===== src/rtl/ctrl_pipe_if.sv =====
// Control-pipe bus: ID-stage inputs from the hazard/decode side and the per-stage control outputs.
// Jump_o / LinkSel_o exist only when CTRL_PIPE_JUMP_EN is defined.
interface ctrl_pipe_if #(
  parameter int OP_W    = 7,
  parameter int ALUOP_W = 2
);
  logic [OP_W-1:0]    Op_i;
  logic               Valid_i;
  logic               NoOp_i;
  logic               Stall_i;
  logic               Flush_i;
  logic [ALUOP_W-1:0] ALUOp_o;
  logic               ALUSrc_o;
  logic               Branch_o;
  logic               Illegal_o;
  logic               MemRead_o;
  logic               MemWrite_o;
  logic               RegWrite_o;
  logic               MemtoReg_o;
  logic               Retire_o;
`ifdef CTRL_PIPE_JUMP_EN
  logic               Jump_o;
  logic               LinkSel_o;

  modport master (
    output Op_i, Valid_i, NoOp_i, Stall_i, Flush_i,
    input  ALUOp_o, ALUSrc_o, Branch_o, Illegal_o, MemRead_o, MemWrite_o,
           RegWrite_o, MemtoReg_o, Retire_o, Jump_o, LinkSel_o
  );
  modport slave (
    input  Op_i, Valid_i, NoOp_i, Stall_i, Flush_i,
    output ALUOp_o, ALUSrc_o, Branch_o, Illegal_o, MemRead_o, MemWrite_o,
           RegWrite_o, MemtoReg_o, Retire_o, Jump_o, LinkSel_o
  );
`else
  modport master (
    output Op_i, Valid_i, NoOp_i, Stall_i, Flush_i,
    input  ALUOp_o, ALUSrc_o, Branch_o, Illegal_o, MemRead_o, MemWrite_o,
           RegWrite_o, MemtoReg_o, Retire_o
  );
  modport slave (
    input  Op_i, Valid_i, NoOp_i, Stall_i, Flush_i,
    output ALUOp_o, ALUSrc_o, Branch_o, Illegal_o, MemRead_o, MemWrite_o,
           RegWrite_o, MemtoReg_o, Retire_o
  );
`endif
endinterface


===== src/rtl/ctrl_pipe.sv =====
// ID-stage opcode decoder feeding registered ID/EX, EX/MEM and MEM/WB control stages.
// Optional JAL/JALR support is enabled with the CTRL_PIPE_JUMP_EN macro.
module ctrl_pipe #(
  parameter int OP_W    = 7,
  parameter int ALUOP_W = 2
) (
  input logic       clk_i,
  input logic       rst_i,
  ctrl_pipe_if.slave bus
);

  localparam logic [OP_W-1:0] OP_R    = OP_W'(7'b0110011);
  localparam logic [OP_W-1:0] OP_I    = OP_W'(7'b0010011);
  localparam logic [OP_W-1:0] OP_LW   = OP_W'(7'b0000011);
  localparam logic [OP_W-1:0] OP_SW   = OP_W'(7'b0100011);
  localparam logic [OP_W-1:0] OP_BEQ  = OP_W'(7'b1100011);
`ifdef CTRL_PIPE_JUMP_EN
  localparam logic [OP_W-1:0] OP_JAL  = OP_W'(7'b1101111);
  localparam logic [OP_W-1:0] OP_JALR = OP_W'(7'b1100111);
`endif

  // Each stage register keeps only the fields that stage or a later one consumes.
  typedef struct packed {
    logic [ALUOP_W-1:0] alu_op;
    logic               alu_src;
    logic               branch;
    logic               illegal;
`ifdef CTRL_PIPE_JUMP_EN
    logic               jump;
    logic               link_sel;
`endif
    logic               mem_read;
    logic               mem_write;
    logic               reg_write;
    logic               mem_to_reg;
    logic               valid;
  } ex_t;

  typedef struct packed {
`ifdef CTRL_PIPE_JUMP_EN
    logic link_sel;
`endif
    logic mem_read;
    logic mem_write;
    logic reg_write;
    logic mem_to_reg;
    logic valid;
  } mem_t;

  typedef struct packed {
`ifdef CTRL_PIPE_JUMP_EN
    logic link_sel;
`endif
    logic reg_write;
    logic mem_to_reg;
    logic valid;
  } wb_t;

  ex_t  dec;
  ex_t  ex_q;
  mem_t mem_q;
  wb_t  wb_q;

  always_comb begin
    // NOTE: defaulting the whole bundle first keeps every path assigned, so no latch is inferred.
    dec = '0;
    if (bus.Valid_i && !bus.NoOp_i) begin
      dec.valid = 1'b1;
      case (bus.Op_i)
        OP_R:   begin dec.alu_op = ALUOP_W'(2'b10); dec.reg_write = 1'b1; end
        OP_I:   begin dec.alu_op = ALUOP_W'(2'b11); dec.alu_src = 1'b1; dec.reg_write = 1'b1; end
        OP_LW:  begin
          dec.alu_src    = 1'b1;
          dec.reg_write  = 1'b1;
          dec.mem_to_reg = 1'b1;
          dec.mem_read   = 1'b1;
        end
        OP_SW:  begin dec.alu_src = 1'b1; dec.mem_write = 1'b1; end
        OP_BEQ: begin dec.alu_op = ALUOP_W'(2'b01); dec.branch = 1'b1; end
`ifdef CTRL_PIPE_JUMP_EN
        OP_JAL:  begin dec.reg_write = 1'b1; dec.jump = 1'b1; dec.link_sel = 1'b1; end
        OP_JALR: begin
          dec.alu_src   = 1'b1;
          dec.reg_write = 1'b1;
          dec.jump      = 1'b1;
          dec.link_sel  = 1'b1;
        end
`endif
        // Unknown opcode: control stays all-zero, only the illegal flag survives.
        default: begin dec.valid = 1'b0; dec.illegal = 1'b1; end
      endcase
    end
  end

  // NOTE: state registers use non-blocking assignments so all three stages shift on the same edge.
  always_ff @(posedge clk_i) begin
    if (rst_i) begin
      ex_q  <= '0;
      mem_q <= '0;
      wb_q  <= '0;
    end else if (!bus.Stall_i) begin
      ex_q <= bus.Flush_i ? '0 : dec;

      mem_q.mem_read   <= ex_q.mem_read;
      mem_q.mem_write  <= ex_q.mem_write;
      mem_q.reg_write  <= ex_q.reg_write;
      mem_q.mem_to_reg <= ex_q.mem_to_reg;
      mem_q.valid      <= ex_q.valid;

      wb_q.reg_write   <= mem_q.reg_write;
      wb_q.mem_to_reg  <= mem_q.mem_to_reg;
      wb_q.valid       <= mem_q.valid;
`ifdef CTRL_PIPE_JUMP_EN
      mem_q.link_sel   <= ex_q.link_sel;
      wb_q.link_sel    <= mem_q.link_sel;
`endif
    end
  end

  assign bus.ALUOp_o    = ex_q.alu_op;
  assign bus.ALUSrc_o   = ex_q.alu_src;
  assign bus.Branch_o   = ex_q.branch;
  assign bus.Illegal_o  = ex_q.illegal;
  assign bus.MemRead_o  = mem_q.mem_read;
  assign bus.MemWrite_o = mem_q.mem_write;
  assign bus.RegWrite_o = wb_q.reg_write;
  assign bus.MemtoReg_o = wb_q.mem_to_reg;
  assign bus.Retire_o   = wb_q.valid;
`ifdef CTRL_PIPE_JUMP_EN
  assign bus.Jump_o     = ex_q.jump;
  assign bus.LinkSel_o  = wb_q.link_sel;
`endif

endmodule


===== src/flat_wrapper.sv =====
// flat-port wrapper written by rule: the top's interface ports become plain ports
module ctrl_pipe_flat 
#(
  parameter int OP_W    = 7,
  parameter int ALUOP_W = 2
)
  (clk_i, rst_i, bus_Op_i, bus_Valid_i, bus_NoOp_i, bus_Stall_i, bus_Flush_i, bus_ALUOp_o, bus_ALUSrc_o, bus_Branch_o, bus_Illegal_o, bus_MemRead_o, bus_MemWrite_o, bus_RegWrite_o, bus_MemtoReg_o, bus_Retire_o);
  ctrl_pipe_if #(.OP_W(OP_W), .ALUOP_W(ALUOP_W)) bus_i ();
  input logic clk_i;
  input logic rst_i;
  input wire logic [$bits(bus_i.Op_i)-1:0] bus_Op_i;
  input wire logic [$bits(bus_i.Valid_i)-1:0] bus_Valid_i;
  input wire logic [$bits(bus_i.NoOp_i)-1:0] bus_NoOp_i;
  input wire logic [$bits(bus_i.Stall_i)-1:0] bus_Stall_i;
  input wire logic [$bits(bus_i.Flush_i)-1:0] bus_Flush_i;
  output wire logic [$bits(bus_i.ALUOp_o)-1:0] bus_ALUOp_o;
  output wire logic [$bits(bus_i.ALUSrc_o)-1:0] bus_ALUSrc_o;
  output wire logic [$bits(bus_i.Branch_o)-1:0] bus_Branch_o;
  output wire logic [$bits(bus_i.Illegal_o)-1:0] bus_Illegal_o;
  output wire logic [$bits(bus_i.MemRead_o)-1:0] bus_MemRead_o;
  output wire logic [$bits(bus_i.MemWrite_o)-1:0] bus_MemWrite_o;
  output wire logic [$bits(bus_i.RegWrite_o)-1:0] bus_RegWrite_o;
  output wire logic [$bits(bus_i.MemtoReg_o)-1:0] bus_MemtoReg_o;
  output wire logic [$bits(bus_i.Retire_o)-1:0] bus_Retire_o;
  assign bus_i.Op_i = bus_Op_i;
  assign bus_i.Valid_i = bus_Valid_i;
  assign bus_i.NoOp_i = bus_NoOp_i;
  assign bus_i.Stall_i = bus_Stall_i;
  assign bus_i.Flush_i = bus_Flush_i;
  assign bus_ALUOp_o = bus_i.ALUOp_o;
  assign bus_ALUSrc_o = bus_i.ALUSrc_o;
  assign bus_Branch_o = bus_i.Branch_o;
  assign bus_Illegal_o = bus_i.Illegal_o;
  assign bus_MemRead_o = bus_i.MemRead_o;
  assign bus_MemWrite_o = bus_i.MemWrite_o;
  assign bus_RegWrite_o = bus_i.RegWrite_o;
  assign bus_MemtoReg_o = bus_i.MemtoReg_o;
  assign bus_Retire_o = bus_i.Retire_o;
  ctrl_pipe #(.OP_W(OP_W), .ALUOP_W(ALUOP_W)) u_core (.clk_i(clk_i), .rst_i(rst_i), .bus(bus_i));
endmodule

===== config.mk =====
export PLATFORM = sky130hd
export DESIGN_NAME = ctrl_pipe_flat
export DESIGN_NICKNAME = d
export VERILOG_FILES = /design/src/rtl/ctrl_pipe_if.sv /design/src/rtl/ctrl_pipe.sv /design/src/flat_wrapper.sv
export SDC_FILE = /design/constraint.sdc
export NUM_CORES = 1
export LEC_CHECK = 0
export ABC_AREA = 1
export BUFFER_PORTS_ARGS = -buffer_cell sky130_fd_sc_hd__buf_4
export CAP_MARGIN = 20
export CORE_MARGIN = 1.5
export CORE_UTILIZATION = 43
export CTS_CLUSTER_DIAMETER = 120
export DETAILED_ROUTE_END_ITERATION = 7
export PLACE_DENSITY = 0.74
export SLEW_MARGIN = 10
export SYNTH_ARGS = -nofsm -noshare
export SYNTH_HDL_FRONTEND = slang
export SYNTH_SLANG_ARGS = --single-unit

===== constraint.sdc =====
create_clock -name clk_i -period 0.8 [get_ports clk_i]
set_clock_uncertainty 0.05 [all_clocks]
set_input_delay 0.16 -clock clk_i [delete_from_list [all_inputs] [get_ports clk_i]]
set_output_delay 0.16 -clock clk_i [all_outputs]
set_load 0.05 [all_outputs]

---- Word level (Yosys, flattened, before mapping) ----
Index checks and enable logic that the tools add are counted.
storage, ports and cells
  bits in registers ....................... 18
  bits of input ports ..................... 13
  word-level logic and storage cells ...... 37
operators by class
  eq/ne operators ......................... 5
  multiplexer cells ....................... 10
  reductions and logical operators ........ 5
operator list
  cell                  number
  $mux W10              2
  $eq A7 B6 Y1 const B  2
  $eq A7 B2 Y1 const B  1
  $eq A7 B5 Y1 const B  1
  $eq A7 B7 Y1 const B  1
  $mux W1               7
  $pmux W2 S3           1
  $reduce_or A3 Y1      2
  $reduce_or A5 Y1      1
  $logic_and A1 B1 Y1   1
  $logic_not A1 Y1      1

---- Logic depth before layout (Yosys ltp) ----
Gate-level depths: netlist (run 1).
  depth in word-level cells ............... 5
  mapped depth ............................ 8
  depth with buffers taken out ............ 7

---- Worst setup path after synthesis (run 1) ----
No wires, ideal clock.
  path type ............................... register -> register
  start point ............................. reg u_core.bus.ALUSrc_o (netlist name)
  end point ............................... reg u_core.ex_q (netlist bit u_core.bus.ALUSrc_o)
  data arrival time ....................... 831 ps
  path slack .............................. -150 ps
  stages on the path, launching flop included .. 3
  period minus slack after synthesis ...... 950 ps
  cell sequence ........................... dfxtp_1 nand2_1 a21oi_1
RTL lines
  element               RTL line          source
  to (signal assigned)  ctrl_pipe.sv:102  ex_q <= bus.Flush_i ? '0 : dec;
  to (decl)             ctrl_pipe.sv:60   ex_t ex_q;

---- Worst setup path after layout (run 1) ----
  start point ............................. reg u_core.wb_q (netlist bit u_core.bus.MemtoReg_o)
  end point ............................... out bus_MemtoReg_o
RTL lines
  element      RTL line            source
  from (decl)  ctrl_pipe.sv:62     wb_t wb_q;
  to (decl)    flat_wrapper.sv:23  output wire logic [$bits(bus_i.MemtoReg_o)-1:0] bus_MemtoReg_o;
No word-level cell between the ends.

==> metrics.txt, run 1 <==
Syn Std Cell Area 733 um2; drt pass-1 iters 6; # fillers about 130; Synth Warn # 0; Final Cycle Share 126%; failing checks setup timing; post-DP HPWL 1.16 mm; main area contributors after synthesis dfxtp_1, nor2_1, nand2_1; n_diodes 0; Layout area overhead 47.3%; IO Port Bufs 22; Peak VDD IR 0.786 mV; delay of the slowest cell on the worst path 0.36 ns; RSZ-0062 raised after global routing yes; DIE HEIGHT 44.3 um; status complete, but fails checks; Synthesized Nets ~110; leading area contributor after synthesis dfxtp_1; Final Hold Vio Count 0; gpl congestion between 0.7 and 0.8; Worst EP required about 0.6 ns; total number of vias 713; Seq/Total Area, Yosys 43.7%; CTS tree built; total power ~1700 uW; Setup CP Type reg2out; nets@finish 144; Starting Density 47.0%; total negative slack -1.92 ns; setup slack, reg-to-reg 0.04 ns; Ports 23; Via-to-Cell Ratio between 4 and 5; Syn Area/Cell 7.26 um2; H-tree Lvls 1; Hold Path Origin rst_i; R2R cell count 3; largest net degree at the start of global routing 17; critical-path cell list buf_8; leakage 0.000523 uW; Remaining Overflow, GRT 0; WL/cell 10.5 um; crit path launch type flip-flop; clock slew at reported path FFs 0.10 ns; Crit Reg-Reg Endpoint u_core.bus.ALUSrc_o; Slew @ Worst Pin 0.244 ns; CP Capture Type output pin; # DRC 0; slack of the critical path -0.205 ns; Cells after Synth 101; total CTS buffers 3; total track usage 18.0%; minimum clock period about 1.0 ns; Initial DRC Count 18; WL final 1.54 mm; hold_ws 0.122 ns; pre-CTS setup slack -0.235 ns; crit-path leading delay family flip-flops; Bufs and invs on worst path 1; CTS root buf clkbuf_4; Final ANT Viol Nets 0; Hold Crit Depth 3; Synth Register Bits 16; PwrDens 1540 nW/um2; number of max-cap violations 0; WHS Endpoint u_core.bus.Illegal_o; post-synth cell types 17; Clock Sinks 16; initial antenna violation count 0; max-slew violations 0; CTS Buffer Depth 2; Core ar. between 1500 and 2000 um2; Crit. Startpoint u_core.bus.MemtoReg_o; site row count 14; path type of the worst min-delay path in2reg; die width 44.3 um; Synth top area share 43.7%; Die ar. 1960 um2; Relative slew margins 83.6%; Peak Freq 0.995 GHz; R2R Path Start u_core.bus.ALUSrc_o; vias in the first global route 675; first-pass GRT wire length approximately 2.6 mm; layout cell share with drive strength beyond 1 40.0%; CP max FO 2; Worst EP arrival 0.80 ns; Skew-Pair Late Insertion Delay 0.29 ns; slowest CP cell dfxtp_2; Setup-failing EPs final 10
-- state kept, by name, indices dropped and copies added, names as in the netlist --
name and flops:
u_core.ex_q 4, u_core.bus.ALUOp_o 2, u_core.mem_q 2, u_core.bus.ALUSrc_o 1, u_core.bus.Branch_o 1, u_core.bus.Illegal_o 1
u_core.bus.MemRead_o 1, u_core.bus.MemWrite_o 1, u_core.bus.MemtoReg_o 1, u_core.bus.RegWrite_o 1, u_core.bus.Retire_o 1
-- metal layers --
layer / GRT usage (%) / wire length, um / vias up
met1: 19.7 / 620 / 323
li1: - / - / 368
met2: 34.1 / 850 / 22
met5: 0 / 0 / -
met3: 3.67 / 67 / 0
met4: 5.45 / 0 / 0
-- worst reg2reg max path: stages (launching register included) --
cell,delay (ns)
dfxtp_2,0.36
buf_4,0.10
nand2_1,0.04
a21oi_1,0.15
-- layout by cell type (no fill, tap or decap), drive strengths merged --
master	n
a21oi	7
buf	30
clkbuf	4
clkinv	1
dfxtp	16
inv	11
nand2	20
nand3	8
nor2	24
nor3	1
o21ai	8
-- cells in the mapped netlist, drive strengths merged --
cell type,count
nor2,24
nand2,20
dfxtp,16
inv,11
nand3,8
o21ai,8
a21oi,7
buf,5
clkinv,1
nor3,1
-- through the flow --
step	instances	util (%)	cell area, um2
2_1_floorplan	101	-	768
6_report	146	69.3	1080
3_5_place_dp	138	60.2	938
4_1_cts	143	66.3	1030
3_3_place_gp	138	60.2	938
5_1_grt	146	69.3	1080
-- final cells by class --
class	instances	area [um2]	share of cell area, %
timing repair buffer	30	293	27.1
tap	16	20.0	1.85
clock buffer	4	36.3	3.36
inverter	12	57.6	5.33
multi-input combinational	68	340	31.5
sequential	16	333	30.8
-- cells by family (layout without fill, tap and decap cells) --
group / Yosys count / in the layout / synth area share (%)
simple gates: 53 / 53 / 34.3
buf+inv: 17 / 46 / 11.8
compound gates: 15 / 15 / 10.2
flops: 16 / 16 / 43.7
-- power by group --
part	switching [uW]	internal (uW)	total [uW]	leakage, uW
combinational	167	126	292	0.000368
clock	263	277	540	0.0000210
sequential	14.1	819	833	0.000135
total	444	1220	1670	0.000523
-- worst max path at each step --
stage                            endpoint  slack, ns  depth (start not counted)
floorplan                  u_core.ex_q[2]      -0.05                          8
global placement    u_core.bus.ALUOp_o[0]      -0.19                          8
detailed placement         u_core.ex_q[2]      -0.23                          8
CTS                        bus_ALUOp_o[1]      -0.20                          1
global route               bus_MemtoReg_o      -0.23                          1
finish                     bus_MemtoReg_o      -0.21                          1
-- repair_timing --
item / CTS / global route
hold buffers: 0 / 0
resized for setup: 15 / 8
buffers inserted: 1 / 3
pin swaps: 0 / 1
setup endpoints to repair: 10 / 13
Power figures use the tool's default switching activity.
==> inputs of run 2 (changes only) <==
Settings changed: GPL_TIMING_DRIVEN from default to 0.
==> run 2 against run 1 <==
Compared with the run above:
- the run still ends with setup timing left
- sequential share of layout area is 0.66 points higher
- wire length is 12% lower
- largest power group unchanged
- register-to-register slack hardly changed
- critical path type unchanged
- setup slack better by 0.019 ns
==> metrics.txt, run 2 (synthesized netlist as in run 1, its figures left out) <==
Remaining Overflow, GRT 0; minimum clock period 0.986 ns; total track usage about 16%; commonest non-fill, non-tap cell in the layout nor2_1; Setup-failing EPs final 10; Skew-Pair Late Insertion Delay 0.28 ns; PwrDens about 1400 nW/um2; Relative slew margins 84.0%; largest net degree at the start of global routing 11; WHS Endpoint u_core.bus.Illegal_o; total CTS buffers 3; crit path launch type flip-flop; R2R cell count 3; Via-to-Cell Ratio around 4.8; WL/cell 9.49 um; initial antenna violation count 0; placed instance count 137; critical-path cell list buf_6; first-pass GRT wire length approximately 2.3 mm; gpl congestion 0.772; slack of the critical path -0.186 ns; leakage roughly 0.0005 uW; Storage cell area 333 um2; met3 wire length between 60 and 70 um; layout cell share with drive strength beyond 1 approximately 40%; Hold Path Origin rst_i; setup slack, reg-to-reg 0.05 ns; CP max FO 2; path type of the worst min-delay path in2reg; Layout area overhead 44.2%; Slew @ Worst Pin 0.240 ns; multi-input logic area 350 um2; CTS Buffer Depth 2; Initial DRC Count 12; Crit Reg-Reg Endpoint u_core.bus.MemtoReg_o; Ports 23; Clock Sinks 16; most frequent cells in the layout nor2_1, nand2_1, buf_4; Setup CP Type reg2out; largest reg by FF count u_core.ex_q; Peak VDD IR ~0.88 mV; # DRC 0; Largest register FFs 4; IO Port Bufs 20; CTS root buf clkbuf_4; Final Hold Vio Count 0; M1 WL 597 um; total number of vias 688; H-tree Lvls 1; post-DP HPWL 1.00 mm; fin cells ~140; Starting Density between 40% and 50%; Final Util 67.8%; n_diodes 0; CP Capture Type output pin; Peak Freq ~1 GHz; clock slew at reported path FFs 0.08 ns; site row count 14; vias in the first global route 618; R2R Path Start u_core.bus.MemRead_o; DR top layer met4; Final Cycle Share 123%; drt pass-1 iters 6; Hold Crit Depth 2; # fillers 132; Worst EP arrival roughly 0.78 ns; DIE HEIGHT 44.3 um; failing checks setup timing; Worst EP required 0.59 ns; number of max-cap violations 0; die width 44.3 um; crit-path leading delay family flip-flops; Bufs and invs on worst path 1; delay of the slowest cell on the worst path 0.34 ns; RSZ-0062 raised after global routing yes; Die ar. 1960 um2; nets@finish ~140; slowest CP cell dfxtp_2; CTS tree built; WL final approximately 1.3 mm; Core ar. 1560 um2; met2 WL 666 um; CTS hold repair buffers 0; Crit. Startpoint u_core.bus.Branch_o; status complete, but fails checks; max-slew violations 0; Final ANT Viol Nets 0
run 2: area by class of cell:
cell class	instances	area share, %
timing repair buffer	24	23.1
buffer	3	2.84
sequential	16	31.5
multi-input combinational	68	33.1
inverter	12	5.44
tap	16	1.89
clock buffer	3	2.13
run 2: report_power, final:
part           leakage [uW]  internal [uW]  switching, uW
sequential         0.000135            819           13.3
combinational      0.000357            122            164
clock             0.0000138            175            231
total              0.000505           1120            408
run 2: worst max-delay path by stage:
stage                            endpoint  slack [ns]  cells past startpoint
finish                       bus_Branch_o       -0.19                      1
floorplan                  u_core.ex_q[2]       -0.05                      8
global placement    u_core.bus.ALUOp_o[0]       -0.20                      8
detailed placement  u_core.bus.ALUOp_o[0]       -0.21                      8
global route                 bus_Branch_o       -0.23                      1
CTS                          bus_Branch_o       -0.20                      1
run 2: what timing repair did:
item	in CTS	in global routing
pin swaps	0	1
gates resized for setup	15	9
setup endpoints to repair	10	13
setup buffers	1	3
run 2: per-layer routing:
| metal | vias to the layer above | track usage (%) |
|---|---|---|
| met5 | - | 0 |
| met4 | 0 | 6.67 |
| met3 | 4 | 6.53 |
| met2 | 17 | 26.2 |
| met1 | 302 | 18.5 |
| li1 | 365 | - |
run 2: metrics by stage:
step | worst slack [ns] | setup TNS, ns | area [um2] | total power (uW) | hold WS [ns]
after detailed placement | -0.212 | -1.73 | 938 | 1100 | 0.383
after global routing | -0.228 | -2.19 | 1060 | 1610 | 0.0964
after floorplan | -0.0472 | -0.157 | 768 | 1020 | 0.292
after CTS | -0.200 | -1.92 | 1000 | 1530 | 0.0735
after global placement | -0.196 | -1.53 | 938 | 1100 | 0.376
final | -0.186 | -1.81 | 1060 | 1520 | 0.0833
